$ cat src/rtl/frame_update_scheduler.sv
// frame_update_scheduler
// Runs one update pass per frame, starting when vertical blank begins. Each client
// is given its own request in turn, from client 0 upward, and is waited on until it
// acknowledges or times out. A one-cycle gap separates consecutive requests.
// The block also keeps sticky flags for client timeouts and for a pass that is still
// running when vblank ends or when the next vblank begins.
module frame_update_scheduler #(
   parameter  int N_CLIENTS   = 4,
   parameter  int TIMEOUT     = 4096,
   parameter  int FRAME_CNT_W = 16,
   localparam int IDX_W       = (N_CLIENTS > 1) ? $clog2(N_CLIENTS) : 1
) (
   input  logic                   pclk,
   input  logic                   rst,
   input  logic                   vblnk,
   input  logic                   enable,
   input  logic [N_CLIENTS-1:0]   upd_ack,
   input  logic                   err_clr,
   output logic [N_CLIENTS-1:0]   upd_req,
   output logic                   frame_tick,
   output logic [FRAME_CNT_W-1:0] frame_cnt,
   output logic                   busy,
   output logic                   overrun,
   output logic                   timeout_err,
   output logic [IDX_W-1:0]       timeout_idx
);

   // The timer only has to reach TIMEOUT-1.
   localparam int TMR_W = $clog2(TIMEOUT);

   typedef enum logic [1:0] {IDLE, REQ, GAP} state_t;

   state_t           state, state_nxt;
   logic             vblnk_q;
   logic             primed;
   logic [IDX_W-1:0] idx;
   logic [TMR_W-1:0] timer;

   logic rise, fall, start, cur_ack, tmo, done, last, set_to;

   // The first edge after reset only records vblnk. If vblank was already in progress
   // at that point, its level is not treated as a new vblank start.
   assign rise    = primed & vblnk & ~vblnk_q;
   assign fall    = primed & ~vblnk & vblnk_q;
   assign start   = (state == IDLE) & rise & enable;
   assign cur_ack = upd_ack[idx];
   assign tmo     = (timer == TMR_W'(TIMEOUT - 1));
   assign done    = cur_ack | tmo;
   assign last    = (idx == IDX_W'(N_CLIENTS - 1));
   assign set_to  = (state == REQ) & tmo & ~cur_ack;

   // State register
   always_ff @(posedge pclk or posedge rst) begin
      if (rst) state <= IDLE;
      // NOTE: registers are written with <= so that every flop samples its inputs as
      // they were before the clock edge, regardless of the order of the statements.
      else     state <= state_nxt;
   end

   // Next-state logic: move through the clients, with one gap cycle between them
   always_comb begin
      // NOTE: a default is assigned first so that every path drives the signal.
      // This prevents a latch from being inferred for any path that is not covered.
      state_nxt = state;
      case (state)
         IDLE:    if (start) state_nxt = REQ;
         REQ:     if (done)  state_nxt = last ? IDLE : GAP;
         GAP:                state_nxt = REQ;
         default:            state_nxt = IDLE;
      endcase
   end

   // Outputs: a one-hot request while waiting on a client; busy for the whole pass
   always_comb begin
      upd_req = '0;
      if (state == REQ) upd_req = N_CLIENTS'(1) << idx;
      busy = (state != IDLE);
   end

   // Client index and per-request wait timer
   always_ff @(posedge pclk or posedge rst) begin
      if (rst) begin
         idx   <= '0;
         timer <= '0;
      end else if (start) begin
         idx   <= '0;
         timer <= '0;
      end else if (state == REQ) begin
         if (done) begin
            timer <= '0;
            if (!last) idx <= idx + IDX_W'(1);
         end else begin
            timer <= timer + TMR_W'(1);
         end
      end else begin
         timer <= '0;
      end
   end

   // vblank edge history, plus a flag that arms edge detection after reset
   always_ff @(posedge pclk or posedge rst) begin
      if (rst) begin
         vblnk_q <= 1'b0;
         primed  <= 1'b0;
      end else begin
         vblnk_q <= vblnk;
         primed  <= 1'b1;
      end
   end

   // Frame tick and count of passes started
   always_ff @(posedge pclk or posedge rst) begin
      if (rst) begin
         frame_tick <= 1'b0;
         frame_cnt  <= '0;
      end else begin
         frame_tick <= start;
         frame_cnt  <= frame_cnt + FRAME_CNT_W'(start);
      end
   end

   // Sticky error flags; a new error on the same edge as err_clr wins
   always_ff @(posedge pclk or posedge rst) begin
      if (rst) begin
         overrun     <= 1'b0;
         timeout_err <= 1'b0;
         timeout_idx <= '0;
      end else begin
         if (busy && (rise || fall)) overrun <= 1'b1;
         else if (err_clr)           overrun <= 1'b0;

         if (set_to) begin
            timeout_err <= 1'b1;
            timeout_idx <= idx;
         end else if (err_clr) begin
            timeout_err <= 1'b0;
         end
      end
   end

endmodule

$ cat config.mk
export PLATFORM = sky130hd
export DESIGN_NAME = frame_update_scheduler
export DESIGN_NICKNAME = d
export VERILOG_FILES = /design/src/rtl/frame_update_scheduler.sv
export SDC_FILE = /design/constraint.sdc
export NUM_CORES = 1
export LEC_CHECK = 0
export BUFFER_PORTS_ARGS = -buffer_cell sky130_fd_sc_hd__buf_2
export CAP_MARGIN = 20
export CORE_MARGIN = 2
export CORE_UTILIZATION = 23
export CTS_CLUSTER_SIZE = 28
export DETAILED_ROUTE_END_ITERATION = 8
export PLACE_DENSITY = 0.42
export SYNTH_ARGS = -nofsm -noshare
export SYNTH_HDL_FRONTEND = slang
export SYNTH_SLANG_ARGS = --single-unit
export TNS_END_PERCENT = 10
$ cat constraint.sdc
create_clock -name pclk -period 3.9 [get_ports pclk]
set_input_delay 0.195 -clock pclk [delete_from_list [all_inputs] [get_ports pclk]]
set_output_delay 0.195 -clock pclk [all_outputs]
set_load 0.1 [all_outputs]
# [Word level (Yosys, flattened, before mapping)]
# Index checks and enable logic that the tools add are counted.
# Widths: inputs -> output; s select.
[op_classes] n_reduce_logical=10 n_eq_ne=7 n_addsub=3 multipliers=0 n_bitwise=12 n_mux=17 n_lt_le_gt_ge=1 div=0 shifts=1
[ops] op="$mux 12" count=3
[ops] op="$add 16x1->16" count=1
[ops] op="$mux 2" count=7
[ops] op="$add 12x1->12 const B" count=1
[ops] op="$eq 12x12->1 const B" count=1
[ops] op="$reduce_bool 2->1" count=5
[ops] op="$and 1x1->1" count=8
[ops] op="$ne 2x2->1 const B" count=3
[ops] op="$pmux 2 s3" count=1
[ops] op="$eq 2x2->1 const B" count=2
[ops] op="$mux 1" count=4
[ops] op="$mux 4" count=1
[ops] op="$shl 1x2->4 const A" count=1
[ops] op="$lt 2x3->1 const B" count=1
[ops] op="$not 1->1" count=3
[ops] op="$reduce_and 3->1" count=1
[ops] op="$add 2x1->2 const B" count=1
[ops] op="$bmux 1 s2" count=1
[ops] op="$eq 2x1->1 const B" count=1
[ops] op="$logic_not 2->1" count=1
[ops] op="$reduce_and 2->1" count=1
[ops] op="$logic_and 1x1->1" count=1
[ops] op="$logic_or 1x1->1" count=1
[ops] op="$or 1x1->1" count=1
[word_totals] word_cells=61 regBits=39 romBits=0 out_inout_bits=26 memories=0 mem_bits_rw=0 latch_bits=0

# [Depth between registers and ports, before layout]
[logic_depth] ltp_word=6 ltp_mapped=9 mapped_depth_nobuf=9

# [Least setup slack after synthesis]
# No wires, ideal clock.
[synth_timing] path_type="register -> register" startpoint="register frame_cnt[0]" endpoint="register frame_cnt[13]" t_arrival_ns=2.035 path_slack_ns=1.707 path_stages_with_launch=6 n_path_buf=0 setup_ns=0.158 path_cell_list="dfrtp_1 -> ha_1 -> nand3_1 -> nor3_1 -> nand3_1 -> xnor2_1"
[synth_between] elab_chain_cells=1
[synth_rtl] item="start: declaration" line="21" text="output logic [FRAME_CNT_W-1:0] frame_cnt,"
[synth_rtl] item="start signal: assignment" line="118" text="frame_cnt <= frame_cnt + FRAME_CNT_W'(start);"
[synth_rtl] item="$add 16x1->16" line="118"
# No other way between the ends.
# A chain may end at the register's enable or synchronous reset.

# [Worst setup path in the final report]
[layout_timing] startpoint="register vblnk_q" endpoint="register frame_cnt[15]"
[layout_between] elab_chain_cells=5
[layout_rtl] item="start: declaration" line="34" text="logic vblnk_q;"
[layout_rtl] item="start signal: assignment" line="106" text="vblnk_q <= vblnk;"
[layout_rtl] item="$not 1->1" line="43" text="assign rise = primed & vblnk & ~vblnk_q;"
[layout_rtl] item="$and 1x1->1" line="43"
[layout_rtl] item="$and 1x1->1 (2 in series)" line="45" text="assign start = (state == IDLE) & rise & enable;"
[layout_rtl] item="named net start" line="39" text="logic rise, fall, start, cur_ack, tmo, done, last, set_to;"
[layout_rtl] item="$add 16x1->16" line="118"
# The timed path passes the listed nets, and every way through them passes these cells.

==> results.yml <==
outcome:
  status: "finished clean"
floorplanning:
  die_height_um: 91.4
  core.rowCount: 31
  ioPinCount: 35
  dieArea_um2: 8360
  die_w_um: 91.4
  start_util_pct: 24.0
  core_area_um2: 7330
clock_network:
  clockBufferDepth: 2
  cts_tree: "built"
  ctsHtreeMaxLevel: 2
  insertion_delay_ns: 0.28
  clkTransAtPathRegs_ns: 0.08
  postCtsHoldBufs: 0
  clockRootBuffer: "clkbuf_8"
  cts_buffers: 5
  clock_sinks: 39
  ctsResizeCount: 0
  post_cts_buffers: 0
cells_and_area:
  area_delta_synth_final_pct: 21.9
  drive_above_1_share_pct: 25.0
  nets: 212
  diodes: 0
  finalInstanceArea_um2: 2140
  fill_cells: 767
worst_setup_path:
  start_kind: "flip-flop"
  r2r_start: "vblnk_q"
  crit_path_end_kind: "flip-flop"
  path_common_cell: "nand3_1"
  reg2regPathDepth: 8
  critPathKind: "reg2reg"
  cp.arrival_ns: 2.29
  cp_slowest_cell: "nor3_1"
  rrSetupSlack_ns: 1.78
  r2r_end: "frame_cnt[15]"
  crit_path_max_fanout: 4
  crit_end: "frame_cnt[15]"
  crit_chain: "and4b_1 > nand2_1 > inv_1 > ha_1 > nand3_1 > nor3_1 > nand3_1 > xnor2_1"
  slowest_delay_ns: 0.50
  cp.required_ns: 4.07
  cp-startpoint: "vblnk_q"
global_routing:
  grt_max_degree: 40
  grt_pass1_wl_mm: 5.61
  antenna_found_initial: 0
  grt_pass1_vias: 1191
  groute.usage.overall_pct: 8.50
  grt_overflow_total: 0
routing:
  vias: 1178
  ant_nets: 0
  via_per_inst: 3.99
  drc: 0
  routed_wirelength_mm: 3.32
  routedWlPerCell_um: 11.2
  drt_iter0_markers: 38
  drtPass1Iterations: 4
power:
  peakVddDrop_mv: 0.336
  p_leak_nw: 1.10
  power_density_nw_per_um2: 543
job:
  maxCapViolations: 0
timing:
  relSlewSlack_pct: 61.2
  hold_viol: 0
  fmax_mhz: 471
  period_minus_slack_ns: 2.12
  holdWs_ns: 0.00999
  worst_pin_slew_ns: 0.577
  fin_setup_tns_ns: 0
  maxSlewViolCount: 0
  setup_viol: 0
  clock_skew_ns: 0.00634
  fin_crit_sh_pct: 54.5
  rsz0062_at_grt: "false"
logic_synthesis:
  yosysUniqueCellTypes: 28
  syn_area_um2: 1760
  synthCells: 155
  synth-seq-cells: 39
  ys_seq_area_share_pct: 55.5
  syn_avg_cell_area_um2: 11.3
  syn_nets: 171
  ys_warn_count: 0
place:
  dp_hpwl_mm: 2.39
  io_buffers: 34
  gp_congestion: 0.715
  postPlaceCellArea_um2: 2050
worst_hold_path:
  min_path_type: "in2async"
==> cells by family (layout without fill, tap and decap cells) <==
family                   count (synthesis)  after routing  synth area share (%)
AO/OA/AOI/OAI                            5              5                  1.92
adder cells (fa/ha/maj)                  7              7                  4.98
flip-flops                              39             39                  55.5
AND/OR/NAND/NOR                         63             63                  18.5
other                                    1              1                 0.213
buffers and inverters                   10             51                  2.21
multiplexers                             5              5                  4.20
XOR/XNOR                                25             25                  12.5
==> worst min path at each step <==
stage | end | cells after the start
2_1_floorplan | vblnk_q | 0
3_3_place_gp | frame_cnt[6] | 3
3_5_place_dp | frame_cnt[6] | 3
4_1_cts | frame_cnt[8] | 3
5_1_grt | vblnk_q | 1
6_report | frame_cnt[6] | 3
==> where the power goes <==
| part | leakage (nW) | internal, W | switching, W | total (W) |
|---|---|---|---|---|
| combinational | 0.525 | 0.0000771 | 0.000322 | 0.000399 |
| sequential | 0.530 | 0.000444 | 0.0000484 | 0.000492 |
| clock | 0.0470 | 0.000139 | 0.000134 | 0.000273 |
==> Yosys cell counts <==
cell       n  share of area (%)
dfrtp_1   39                 56
nor2_1    18                3.8
xor2_1    16                8.0
nand3_1   11                3.1
nand2_1   10                2.1
inv_1      9                1.9
xnor2_1    9                4.5
ha_1       7                5.0
and2_1     5                1.8
and4_1     4                2.0
nand4_1    4                1.4
nor3_1     3               0.85
and3_1     2               0.71
mux2_4     2                1.7
nand2b_1   2               0.71
o21ai_0    2               0.57
a21oi_1    1               0.28
a32o_1     1               0.57
and4b_1    1               0.57
buf_2      1               0.28
conb_1     1               0.21
mux2_2     1               0.64
mux2i_1    1               0.57
mux4_2     1                1.3
nand2_2    1               0.36
nor2_4     1               0.64
nor2b_1    1               0.36
o21ai_2    1               0.50
==> state kept, by name, indices dropped and copies added (netlist names) <==
register / count
frame_cnt: 16
frame_tick: 1
idx: 2
overrun: 1
primed: 1
state: 2
timeout_err: 1
timeout_idx: 2
timer: 12
vblnk_q: 1
==> metrics by stage <==
stage	setup WS, ns	cells	power, W	utilization [%]
global route	1.65	295	0.00123	29.2
global placement	1.80	288	0.000911	28.0
CTS	1.77	295	0.00119	29.2
detailed placement	1.78	288	0.000907	28.0
floorplan	1.71	155	0.000827	-
finish	1.78	295	0.00116	29.2
==> placed cells by master (no fill, tap or decap), types with 2 or more instances in the layout <==
cell type and n:
xnor2_1 9, buf_2 34, o21ai_0 2, nand4_1 4, dfrtp_1 39, mux2_4 2
and4_1 4, nor2_1 18, nand2b_1 2, inv_1 9, nand2_1 10, clkbuf_8 6
xor2_1 16, and2_1 5, nand3_1 11, ha_1 7, and3_1 2, nor3_1 3
==> area by class of cell <==
cell class / count / area [um2] / share of cell area [%]
Sequential cell: 39 / 976 / 45.6
Tap cell: 99 / 124 / 5.78
Inverter: 9 / 33.8 / 1.58
Timing Repair Buffer: 35 / 178 / 8.29
Clock inverter: 1 / 5.00 / 0.234
Clock buffer: 6 / 82.6 / 3.86
Multi-Input combinational cell: 106 / 743 / 34.7
==> critical path: cells and delay by family (launching register included) <==
family	cells	cell delay [ns]
buf+inv	1	0.09
simple gates	5	1.21
fa+ha+maj	1	0.17
flops	1	0.38
xor+xnor	1	0.16
==> metal layers <==
layer	global-route usage, %	vias to the layer above	wire, um
met5	0	-	0
met3	3.07	3	185
met2	11.6	29	1310
li1	-	593	-
met4	2.65	0	15
met1	12.3	553	1810
(Power assumes the default switching activity.)
